## src/rtl/cam_pkg.sv

```systemverilog
// rtl/cam_pkg.sv - shared constants and FSM state type for the camera SCCB configurator
package cam_pkg;

    localparam logic [7:0]  CAM_DEV_ID   = 8'h42;
    localparam logic [15:0] CAM_END_MARK = 16'hFFFF;
    localparam logic [7:0]  CAM_RST_ADDR = 8'h12;
    localparam logic [7:0]  CAM_LAST_IDX = 8'hFF;

    typedef enum logic [2:0] {
        ST_IDLE,
        ST_LOAD,
        ST_START,
        ST_BYTE,
        ST_STOP,
        ST_GAP,
        ST_WAIT_RST,
        ST_FINISH
    } cam_state_t;

endpackage

```

## src/rtl/cam_reg_rom.sv

```systemverilog
// rtl/cam_reg_rom.sv - camera register table ROM, CAM_TEST_PATTERN_EN appends colour-bar entries
module cam_reg_rom
    import cam_pkg::*;
(
    input  logic [7:0]  idx,
    output logic [15:0] entry
);

    // Table lookup: {addr,data} per index, end marker everywhere past the table
    always_comb begin
        entry = CAM_END_MARK;
        case (idx)
            8'd0:    entry = 16'h1280;
            8'd1:    entry = 16'h1214;
            8'd2:    entry = 16'h40D0;
            8'd3:    entry = 16'h8C00;
            8'd4:    entry = 16'h0C00;
            8'd5:    entry = 16'h3E00;
            8'd6:    entry = 16'h703A;
            8'd7:    entry = 16'h7135;
`ifdef CAM_TEST_PATTERN_EN
            8'd8:    entry = 16'h70BA;
            8'd9:    entry = 16'h71B5;
`endif
            default: entry = CAM_END_MARK;
        endcase
    end

endmodule

```

## src/rtl/sccb_config_ctrl.sv

```systemverilog
// rtl/sccb_config_ctrl.sv - SCCB write sequencer for camera register table (CAM_TEST_PATTERN_EN in ROM)
module sccb_config_ctrl
    import cam_pkg::*;
#(
    parameter int unsigned CLK_DIV    = 125,
    parameter int unsigned RST_WAIT_Q = 400000,
    parameter logic [7:0]  DEV_ID     = CAM_DEV_ID
) (
    input  logic       clk,
    input  logic       rst,
    input  logic       start,
    output logic       sioc,
    output logic       siod_out,
    output logic       siod_oe,
    output logic       busy,
    output logic       done,
    output logic [7:0] reg_idx
);

    localparam logic [31:0] DIV_LAST  = 32'(CLK_DIV - 1);
    localparam logic [31:0] WAIT_LAST = 32'(RST_WAIT_Q - 1);

    cam_state_t  state;
    cam_state_t  state_next;
    logic [31:0] div_cnt;
    logic [31:0] q_cnt;
    logic [31:0] q_last;
    logic [1:0]  phase;
    logic [3:0]  bitpos;
    logic [15:0] rom_entry;
    logic [15:0] entry_r;
    logic [7:0]  cur_byte;
    logic        done_r;
    logic        tick;
    logic        end_q;
    logic        adv_idx;

    cam_reg_rom u_rom (
        .idx   (reg_idx),
        .entry (rom_entry)
    );

    assign busy  = (state != ST_IDLE) && (state != ST_FINISH);
    assign done  = done_r;
    assign tick  = busy && (div_cnt == DIV_LAST);
    assign end_q = tick && (q_cnt == q_last);

    // Quarter count of the last quarter in the current state (per bit in BYTE)
    always_comb begin
        q_last = '0;
        case (state)
            ST_START:    q_last = 32'd2;
            ST_BYTE:     q_last = 32'd3;
            ST_STOP:     q_last = 32'd2;
            ST_GAP:      q_last = 32'd3;
            ST_WAIT_RST: q_last = WAIT_LAST;
            default:     q_last = '0;
        endcase
    end

    // Byte being shifted: device address, then register address, then data
    always_comb begin
        cur_byte = DEV_ID;
        case (phase)
            2'd0:    cur_byte = DEV_ID;
            2'd1:    cur_byte = entry_r[15:8];
            default: cur_byte = entry_r[7:0];
        endcase
    end

    // State register
    always_ff @(posedge clk or posedge rst) begin
        if (rst) begin
            state <= ST_IDLE;
        end else begin
            state <= state_next;
        end
    end

    // Next state and bus drive; idle bus is SIOC high with SIOD released
    always_comb begin
        state_next = state;
        adv_idx    = 1'b0;
        sioc       = 1'b1;
        siod_out   = 1'b1;
        siod_oe    = 1'b0;
        case (state)
            ST_IDLE: begin
                if (start) state_next = ST_LOAD;
            end
            ST_LOAD: begin
                if (rom_entry == CAM_END_MARK || reg_idx == CAM_LAST_IDX) state_next = ST_FINISH;
                else                                                        state_next = ST_START;
            end
            ST_START: begin
                siod_oe  = 1'b1;
                siod_out = (q_cnt == 32'd0);
                sioc     = (q_cnt != 32'd2);
                if (end_q) state_next = ST_BYTE;
            end
            ST_BYTE: begin
                sioc = (q_cnt == 32'd1) || (q_cnt == 32'd2);
                if (bitpos != 4'd8) begin
                    siod_oe  = 1'b1;
                    siod_out = cur_byte[3'd7 - bitpos[2:0]];
                end
                if (end_q && bitpos == 4'd8 && phase == 2'd2) state_next = ST_STOP;
            end
            ST_STOP: begin
                siod_oe  = 1'b1;
                sioc     = (q_cnt != 32'd0);
                siod_out = (q_cnt == 32'd2);
                if (end_q) state_next = ST_GAP;
            end
            ST_GAP: begin
                if (end_q) begin
                    if (entry_r[15:8] == CAM_RST_ADDR && entry_r[7]) begin
                        state_next = ST_WAIT_RST;
                    end else begin
                        state_next = ST_LOAD;
                        adv_idx    = 1'b1;
                    end
                end
            end
            ST_WAIT_RST: begin
                if (end_q) begin
                    state_next = ST_LOAD;
                    adv_idx    = 1'b1;
                end
            end
            ST_FINISH: begin
                state_next = ST_IDLE;
            end
            default: begin
                state_next = ST_IDLE;
            end
        endcase
    end

    // Quarter divider, per-state quarter/bit counters, table index and done flag
    always_ff @(posedge clk or posedge rst) begin
        if (rst) begin
            div_cnt <= '0;
            q_cnt   <= '0;
            bitpos  <= '0;
            phase   <= '0;
            reg_idx <= '0;
            entry_r <= '0;
            done_r  <= 1'b0;
        end else begin
            if (state_next == ST_START && state != ST_START) div_cnt <= '0;
            else if (tick || !busy)                          div_cnt <= '0;
            else                                             div_cnt <= div_cnt + 32'd1;

            if (state_next != state) begin
                q_cnt  <= '0;
                bitpos <= '0;
                phase  <= '0;
            end else if (tick) begin
                if (state == ST_BYTE && q_cnt == 32'd3) begin
                    q_cnt <= '0;
                    if (bitpos == 4'd8) begin
                        bitpos <= '0;
                        phase  <= phase + 2'd1;
                    end else begin
                        bitpos <= bitpos + 4'd1;
                    end
                end else begin
                    q_cnt <= q_cnt + 32'd1;
                end
            end

            if (state == ST_IDLE && start) reg_idx <= '0;
            else if (adv_idx)              reg_idx <= reg_idx + 8'd1;

            if (state == ST_LOAD) entry_r <= rom_entry;

            if (state == ST_IDLE && start)   done_r <= 1'b0;
            else if (state_next == ST_FINISH) done_r <= 1'b1;
        end
    end

endmodule

```

## config.mk

```make
export PLATFORM = sky130hd
export DESIGN_NAME = sccb_config_ctrl
export DESIGN_NICKNAME = d
export VERILOG_FILES = /design/src/rtl/cam_pkg.sv /design/src/rtl/cam_reg_rom.sv /design/src/rtl/sccb_config_ctrl.sv
export SDC_FILE = /design/constraint.sdc
export NUM_CORES = 1
export LEC_CHECK = 0
export ABC_AREA = 1
export BUFFER_PORTS_ARGS = -buffer_cell sky130_fd_sc_hd__clkbuf_2
export CORE_ASPECT_RATIO = 1.4
export CORE_MARGIN = 2
export CORE_UTILIZATION = 35
export CTS_CLUSTER_SIZE = 14
export DETAILED_ROUTE_END_ITERATION = 8
export GPL_ROUTABILITY_DRIVEN = 0
export PLACE_DENSITY_LB_ADDON = 0.15
export SKIP_CTS_REPAIR_TIMING = 1
export SYNTH_ARGS = -nofsm -noshare
export SYNTH_HDL_FRONTEND = slang
export SYNTH_SLANG_ARGS = --single-unit
export TNS_END_PERCENT = 50
```

## constraint.sdc

```tcl
create_clock -name clk -period 3.5 [get_ports clk]
set_input_delay 0.35 -clock clk [delete_from_list [all_inputs] [get_ports clk]]
set_output_delay 0.35 -clock clk [all_outputs]
set_load 0.01 [all_outputs]
```

==> impl_metrics.py, run 1 <==
metrics = {
    "run_status": {
        "status": "complete, no violations",
    },
    "clocking": {
        "clk_latency_ps": 360,
        "cts_tree": "done",
        "clock_path_buffers": 2,
        "clkTransAtPathRegs_ps": 80,
        "cts_buffers": 9,
        "cts_sinks": 95,
        "cts_root_buf": "clkbuf_16",
        "htreeDepth": 3,
    },
    "timing": {
        "tightest_slew_ps": 774,
        "min_period_over_period_pct": 84.3,
        "rsz0062_at_grt": "no",
        "max_slew_margin_pct": 48.2,
        "setup_violations": 0,
        "hold_viol": 0,
        "period_needed_ps": 2950,
        "finalSetupTns_ps": 0,
        "clock_skew_ps": 12.8,
        "drv_slew": 0,
        "fin_hold_ws_ps": 75.8,
        "worst_slack_ps": 550,
        "fmaxAchievable_mhz": 339,
    },
    "cells_and_area": {
        "multi_input_area_mm2": 0.00350,
        "regArea_mm2": 0.00238,
        "layout.nets": 934,
        "fill_cells": 1931,
        "syn_to_final_growth_pct": 9.92,
        "drive_gt1_share_pct": 6.75,
        "fin_util_pct": 39.3,
        "antenna_cells": 0,
    },
    "yosys": {
        "synth.area.top_cells": "dfrtp_1 (37%), nand2_1 (11%), nor2_1 (7.0%)",
        "netlist-cell-type-count": 43,
        "yosysWarnings": 0,
        "synth_top_cell_area_share_pct": 37.0,
        "ys_seq_area_share_pct": 37.0,
        "async_flop_share_pct": 100,
        "synth_common_cells": "nand2_1 (195), nor2_1 (120), inv_1 (113)",
        "yosys.area.top_type": "dfrtp_1",
        "synth.ff_latch_count": 95,
        "synthFlopType": "dfrtp_1",
        "syn_avg_cell_area_um2": 7.17,
        "synthCells": 897,
        "synth_edf_count": 0,
        "synth_nets": 918,
        "netlist_area_mm2": 0.00643,
        "yosysMostFrequentCell": "nand2_1",
    },
    "place": {
        "io_buffers": 15,
        "pre_cts_ws_ps": 509,
        "place_hpwl_um": 13100,
    },
    "drt": {
        "wl_per_cell_um": 15.0,
        "viasPerCell": 5.11,
        "drc": 0,
        "routed_wl_um": 17300,
        "first_pass_iters": 5,
        "vias": 5917,
        "ant_nets": 0,
        "first_iter_violations": 368,
    },
    "job": {
        "drv_cap": 0,
    },
    "floorplan": {
        "die_h_um": 164,
        "dieArea_mm2": 0.0195,
        "die_width_um": 119,
        "num_rows": 58,
        "coreArea_mm2": 0.0180,
        "initial_core_util_pct": 35.7,
        "pin_count": 16,
    },
    "grt": {
        "antenna_found_initial": 0,
        "grt_pass1_wl_um": 29000,
        "grt_pass1_vias": 5696,
        "grt.total_usage_pct": 18.6,
        "overflow": 0,
        "grt_max_degree": 53,
    },
    "critical_path": {
        "cpPeakStageDelay_ps": 410,
        "r2r-start": "div_cnt[0]",
        "path_buf_inv": 3,
        "path_delay_family": "simple AND/OR/NAND/NOR gates",
        "cp_data_arrival_time_ps": 3240,
        "start_kind": "flip-flop",
        "endpoint_kind": "flip-flop",
        "critPathRequiredTime_ps": 3790,
        "cp_slowest_cell": "dfrtp_1",
        "critPathLaunch": "div_cnt[0]",
        "critPathMaxFanout": 28,
        "path_cells": "inv_1 > ha_1 > nor3b_1 > nand2_1 > nor2_1 > nand3_1 > nor2_2 > nand3_2 > nand2_1 > inv_1 > nor2_1 > nand3_2 > nand2_2 > nand2_4 > nor2_8 > inv_2 > o21ai_1",
        "critPathKind": "flip-flop to flip-flop",
    },
    "worst_hold_path": {
        "min_path_type": "primary input to asynchronous set/reset pin",
    },
    "power_and_ir_drop": {
        "pwr_density_cell_mw_per_mm2": 597,
        "leakage_nw": 3.20,
        "ir_drop_v": 0.000442,
    },
}
==> final cells by class <==
| cell class | count | share of cell area, % |
|---|---|---|
| Clock buffer | 9 | 3.19 |
| Clock inverter | 7 | 0.885 |
| Inverter | 122 | 6.51 |
| Multi-Input combinational cell | 661 | 49.5 |
| Sequential cell | 95 | 33.6 |
| Tap cell | 240 | 4.25 |
| Timing Repair Buffer | 24 | 2.02 |
==> cell usage in the layout, fill, tap and decap left out, types with 3 or more instances in the layout <==
master	n
nand3_1	66
nor3b_1	13
clkbuf_16	9
o21ai_0	35
nand4_1	23
nor4_1	18
clkinv_1	3
xnor2_1	5
o21ai_1	6
xor2_1	40
o211ai_1	8
dfrtp_1	95
clkbuf_2	15
buf_4	9
o31ai_1	25
nor2_1	119
o22ai_1	4
nor2_2	3
ha_1	18
a21oi_1	13
nand2_1	195
inv_6	3
inv_1	112
a211oi_1	6
inv_2	6
nor3_1	41
==> flip-flops by register name, indices dropped and copies added (netlist names) <==
signal and cells:
entry_r 13, phase 2, done 1, state 3, div_cnt 32, q_cnt 32, bitpos 4, reg_idx 8
==> path summary, 6_finish.rpt <==
path	cells after the start	endpoint	slack, ps
worst max-delay path	17	q_cnt[16]	550
worst min-delay path	2	div_cnt[27]	80
worst max register to register	17	q_cnt[16]	550
worst min register to register	1	div_cnt[4]	510
max in group asynchronous	3	q_cnt[22]	2620
min in group clk	1	div_cnt[4]	510
==> metal layers <==
layer  GRT usage [%]  share of wire [%]
met2            32.9                 50
met4            7.03                2.2
met1            23.1                 45
met3            2.42                2.5
met5               0                  0
==> power breakdown <==
group          leakage (nW)  internal (mW)  switching (mW)
clock network         0.145          0.501           0.492
registers              1.29           1.23           0.119
logic                  1.76          0.532            1.35
total                  3.20           2.26            1.96
==> cell families after synthesis <==
logic type,synth area share [%]
adders and majority gates,3.50
DFF,37.0
AOI/OAI and AO/OA,10.6
and+or+nand+nor,34.1
xor gates and xnor gates,6.13
buffers and inverters,8.69
==> stage by stage <==
step	total power, mW	cells	instance area, µm²
after floorplan	2.80	897	6430
after global placement	3.29	1142	6780
after detailed placement	3.29	1142	6780
after CTS	4.29	1158	7070
after global routing	4.56	1158	7070
final	4.22	1158	7070
Note: power is estimated with default switching activity, not from simulation.
==> run 2, diff against run 1 <==
--- a/config.mk
+++ b/config.mk
@@ -5,7 +5,7 @@
 export SDC_FILE = /design/constraint.sdc
 export NUM_CORES = 1
 export LEC_CHECK = 0
-export ABC_AREA = 1
+export ABC_AREA = 0
 export BUFFER_PORTS_ARGS = -buffer_cell sky130_fd_sc_hd__clkbuf_2
 export CORE_ASPECT_RATIO = 1.4
 export CORE_MARGIN = 2
==> constraint.sdc (replaced) <==
create_clock -name clk -period 3 [get_ports clk]
set_input_delay 0.3 -clock clk [delete_from_list [all_inputs] [get_ports clk]]
set_output_delay 0.3 -clock clk [all_outputs]
set_load 0.01 [all_outputs]
==> impl_metrics.py, run 2 <==
metrics = {
    "timing": {
        "fin_hold_ws_ps": -25.3,
        "min_period_over_period_pct": 92.4,
        "hold_viol": 36,
        "setup_violations": 0,
        "tightest_slew_ps": 505,
        "finalSetupTns_ps": 0,
        "clock_skew_ps": 14.6,
        "rsz0062_at_grt": "no",
        "max_slew_margin_pct": 66.3,
        "fmaxAchievable_mhz": 361,
        "period_needed_ps": 2770,
        "drv_slew": 0,
    },
    "yosys": {
        "yosys.area.top_type": "dfrtp_1",
        "synth_nets": 670,
        "synth_edf_count": 0,
        "synth.area.top_cells": "dfrtp_1 (42%), nor2_1 (6.8%), xor2_1 (4.8%)",
        "netlist_area_mm2": 0.00566,
        "yosysMostFrequentCell": "nor2_1",
        "synth_common_cells": "nor2_1 (103), dfrtp_1 (95), nand2_1 (60)",
        "yosysWarnings": 0,
        "synth_top_cell_area_share_pct": 42.0,
        "synth.ff_latch_count": 95,
        "syn_avg_cell_area_um2": 8.73,
        "ys_seq_area_share_pct": 42.0,
        "netlist-cell-type-count": 64,
        "synthFlopType": "dfrtp_1",
        "synthCells": 649,
        "async_flop_share_pct": 100,
    },
    "cells_and_area": {
        "antenna_cells": 0,
        "fin_cells": 880,
        "reg_top3": "div_cnt x32, q_cnt x32, entry_r x13",
        "drive_gt1_share_pct": 12.8,
        "syn_to_final_growth_pct": 12.5,
        "final_cell_mix": "nor2_1 (103), dfrtp_1 (95), nand2_1 (60)",
        "final_common_cell": "nor2_1",
        "layout.nets": 697,
        "design_area_mm2": 0.00637,
    },
    "critical_path": {
        "r2r-start": "state[0]",
        "reg2reg_depth": 8,
        "start_kind": "flip-flop",
        "path_delay_family": "compound AO/OA/AOI/OAI gates",
        "cpPeakStageDelay_ps": 500,
        "rrSetupSlack_ps": 230,
        "path_buf_inv": 0,
        "cp_slowest_cell": "dfrtp_1",
        "critPathRequiredTime_ps": 3270,
        "cp_data_arrival_time_ps": 3050,
        "path_cells": "nor3b_2 > a22oi_1 > a211oi_2 > nand3_4 > a221oi_4 > nor2_2 > or3_1 > a21oi_2",
        "critPathMaxFanout": 7,
        "r2r-end": "q_cnt[31]",
        "critPathKind": "flip-flop to flip-flop",
        "endpoint_kind": "flip-flop",
    },
    "clocking": {
        "clkTransAtPathRegs_ps": 70,
        "cts_sinks": 95,
        "cts_tree": "done",
        "clock_path_buffers": 2,
        "cts_root_buf": "clkbuf_16",
        "cts_buffers": 9,
        "htreeDepth": 3,
        "clk_latency_ps": 350,
    },
    "grt": {
        "grt_pass1_wl_um": 23700,
        "met2_usage_pct": 30.8,
        "top_usage_layer": "met2",
        "grt_pass1_vias": 4725,
        "antenna_found_initial": 0,
        "grt.total_usage_pct": 17.0,
        "grt_max_degree": 60,
        "overflow": 0,
        "globalRouteMet1Util_pct": 19.9,
        "grtUsageMet3_pct": 2.47,
    },
    "power_and_ir_drop": {
        "leakage_nw": 2.72,
        "pwr_density_cell_mw_per_mm2": 575,
        "ir_drop_v": 0.000362,
    },
    "place": {
        "place_hpwl_um": 10300,
        "dp.cells": 864,
        "io_buffers": 15,
        "dpl_cell_area_mm2": 0.00609,
    },
    "worst_hold_path": {
        "min_path_type": "primary input to asynchronous set/reset pin",
    },
    "job": {
        "drv_cap": 0,
    },
    "floorplan": {
        "dieArea_mm2": 0.0172,
        "pin_count": 16,
        "die_h_um": 155,
        "num_rows": 55,
        "initial_core_util_pct": 35.3,
        "die_width_um": 112,
        "coreArea_mm2": 0.0160,
    },
    "run_status": {
        "failed_checks": "hold timing",
        "status": "complete, but fails checks",
    },
    "drt": {
        "viasPerCell": 5.43,
        "wl_per_cell_um": 16.0,
        "vias": 4776,
        "first_pass_iters": 4,
        "drc": 0,
        "routed_wl_um": 14100,
        "ant_nets": 0,
        "first_iter_violations": 129,
    },
}
==> run 2: cell families (layout without fill, tap and decap cells) <==
family,Yosys count,in the layout,synth area share [%]
DFF,95,95,42.0
adders and majority gates,18,18,3.98
and+or+nand+nor,314,314,28.7
muxes,6,6,1.13
buffers and inverters,48,80,3.82
xor gates and xnor gates,46,46,7.11
AOI/OAI and AO/OA,122,122,13.3
==> run 2: routing by layer <==
metal	wire, µm	share of wire [%]
met1	5930	42
met2	7430	53
met3	312	2.2
met4	387	2.8
met5	0	0
==> run 2: worst max path at each step <==
stage,start,end,slack (ps),cells past startpoint
6_report,state[0],q_cnt[31],230,8
2_1_floorplan,rst,bitpos[0],220,1
3_5_place_dp,div_cnt[0],q_cnt[14],210,10
3_3_place_gp,div_cnt[0],reg_idx[2],290,10
4_1_cts,div_cnt[0],q_cnt[16],170,11
5_1_grt,state[0],q_cnt[16],30,9
==> run 2: cell type report <==
type | count | area (µm²)
clock buffers | 9 | 225
clock inverters | 7 | 62.6
fillers | 1641 | 9660
inverters | 20 | 77.6
multi-input cells | 506 | 3080
flip-flops and latches | 95 | 2380
well taps | 199 | 249
repair buffers | 44 | 305
==> run 2: through the flow <==
step	total power [mW]	setup WS (ps)	util (%)
floorplan	2.24	223	-
global placement	2.57	288	38.0
detailed placement	2.58	210	38.0
CTS	3.72	175	39.8
global route	3.89	28.7	39.8
finish	3.66	227	39.8
==> run 2: power by group <==
group	internal (mW)	total [mW]	switching, mW	leakage [nW]
Sequential	1.40	1.51	0.115	1.29
Clock	0.580	1.13	0.546	0.133
Combinational	0.353	1.02	0.670	1.30
==> run 3, diff against run 2 <==
==> constraint.sdc (replaced) <==
create_clock -name clk -period 3 [get_ports clk]
set_input_delay 0.9 -clock clk [delete_from_list [all_inputs] [get_ports clk]]
set_output_delay 0.9 -clock clk [all_outputs]
set_load 0.01 [all_outputs]
==> impl_metrics.py, run 3 (synthesized netlist as in run 2, its figures left out) <==
metrics = {
    "clocking": {
        "cts_root_buf": "clkbuf_16",
        "cts_buffers": 9,
        "clk_latency_ps": 350,
        "clkTransAtPathRegs_ps": 70,
        "htreeDepth": 3,
        "cts_tree": "done",
        "clock_path_buffers": 2,
        "cts_sinks": 95,
    },
    "drt": {
        "wl_per_cell_um": 16.0,
        "ant_nets": 0,
        "routed_wl_um": 14200,
        "drc": 0,
        "first_pass_iters": 5,
        "viasPerCell": 5.49,
        "vias": 4863,
        "first_iter_violations": 208,
    },
    "run_status": {
        "failed_checks": "setup timing",
        "status": "complete, but fails checks",
    },
    "timing": {
        "period_needed_ps": 3130,
        "clock_skew_ps": 8.54,
        "tightest_slew_ps": 760,
        "fmaxAchievable_mhz": 320,
        "fin_hold_ws_ps": 502,
        "rsz0062_at_grt": "yes",
        "hold_viol": 0,
        "max_slew_margin_pct": 48.8,
        "worst_slack_ps": -128,
        "min_period_over_period_pct": 104,
        "drv_slew": 0,
        "setup_violations": 2,
    },
    "floorplan": {
        "die_h_um": 155,
        "coreArea_mm2": 0.0160,
        "num_rows": 55,
        "initial_core_util_pct": 35.3,
        "die_width_um": 112,
        "dieArea_mm2": 0.0172,
        "pin_count": 16,
    },
    "critical_path": {
        "critPathRequiredTime_ps": 2100,
        "path_buf_inv": 3,
        "r2r-end": "q_cnt[31]",
        "path_cells": "inv_2 > ha_4 > buf_4 > a221oi_2 > o311a_1 > a21oi_1 > o31ai_1 > a21oi_1 > buf_2",
        "cp_common_cell": "a21oi_1",
        "critPathKind": "flip-flop to output pin",
        "r2r-start": "q_cnt[2]",
        "path_delay_family": "compound AO/OA/AOI/OAI gates",
        "cp_slowest_cell": "dfrtp_1",
        "cpPeakStageDelay_ps": 380,
        "cp_data_arrival_time_ps": 2230,
        "endpoint_kind": "output pin",
        "cp_num_cells": 9,
        "crit_path_end": "siod_out",
        "critPathLaunch": "phase[1]",
        "critPathMaxFanout": 6,
        "reg2reg_depth": 8,
        "start_kind": "flip-flop",
        "rrSetupSlack_ps": 210,
    },
    "grt": {
        "grt_max_degree": 51,
        "grt_pass1_vias": 4825,
        "grt_pass1_wl_um": 24000,
        "antenna_found_initial": 0,
        "grt.total_usage_pct": 17.0,
        "overflow": 0,
    },
    "worst_hold_path": {
        "min_path_type": "flip-flop to flip-flop",
        "min_from": "div_cnt[0]",
    },
    "cells_and_area": {
        "final_common_cell": "nor2_1",
        "final_cell_mix": "nor2_1 (102), dfrtp_1 (92), nand2_1 (60)",
        "syn_to_final_growth_pct": 15.0,
        "reg_top3": "div_cnt x32, q_cnt x32, entry_r x13",
        "layout.nets": 702,
        "antenna_cells": 0,
        "drive_gt1_share_pct": 16.2,
    },
    "power_and_ir_drop": {
        "leakage_nw": 2.77,
        "ir_drop_v": 0.000340,
        "total_power_mw": 3.64,
        "pwr_density_cell_mw_per_mm2": 558,
    },
    "job": {
        "drv_cap": 0,
    },
    "place": {
        "place_hpwl_um": 10400,
        "io_buffers": 15,
    },
}
[run 3: cell types whose count changed in the layout (fill, tap and decap cells not counted), moves of 3 or more]
cell     change
dfrtp_1      -3
dfrtp_2      +3
nor4_1       -5
nor4_2       +5
buf_4        +5
[run 3: power by group]
part | switching [mW] | internal [mW]
sequential | 0.130 | 1.40
clock | 0.546 | 0.580
combinational | 0.647 | 0.334
[run 3: cell type report]
type	instances	area, µm²
tap	199	249
clock buffer	9	225
fill	1599	9520
sequential	95	2380
inverter	20	78.8
clock inverter	7	62.6
multi-input combinational	506	3170
timing repair buffer	49	343
[run 3: metal layers]
layer  vias up  part of all wire, %  track usage, %
met4         0                  1.9            5.82
met1      2423                   44            20.3
met5         -                    0               0
met3        20                  2.1            2.59
li1       2364                    -               -
met2        56                   52            31.0
[run 3: worst min path at each step]
stage / endpoint / slack, ps / cells past startpoint
floorplan: div_cnt[0] / 470 / 1
global placement: done / 480 / 2
detailed placement: done / 490 / 2
CTS: div_cnt[0] / 500 / 1
global route: div_cnt[0] / 520 / 1
finish: div_cnt[0] / 500 / 1
[run 3: through the flow]
step	std cells	area (µm²)	setup TNS, ps	util, %	setup WS (ps)
after floorplan	649	5670	0	-	284
after global placement	863	6080	0	37.9	144
after detailed placement	863	6080	0	37.9	128
after CTS	879	6370	-458	39.7	-257
after global routing	885	6510	-561	40.6	-346
final	885	6510	-228	40.6	-128
[run 3: worst register-to-register path: stages, from the launching register on]
cell	delay (ps)
dfrtp_1	450
nor4_1	320
nand3_1	160
o21ai_0	630
nand3_4	150
a221oi_4	380
nor2_2	110
or3_1	370
a21oi_2	140
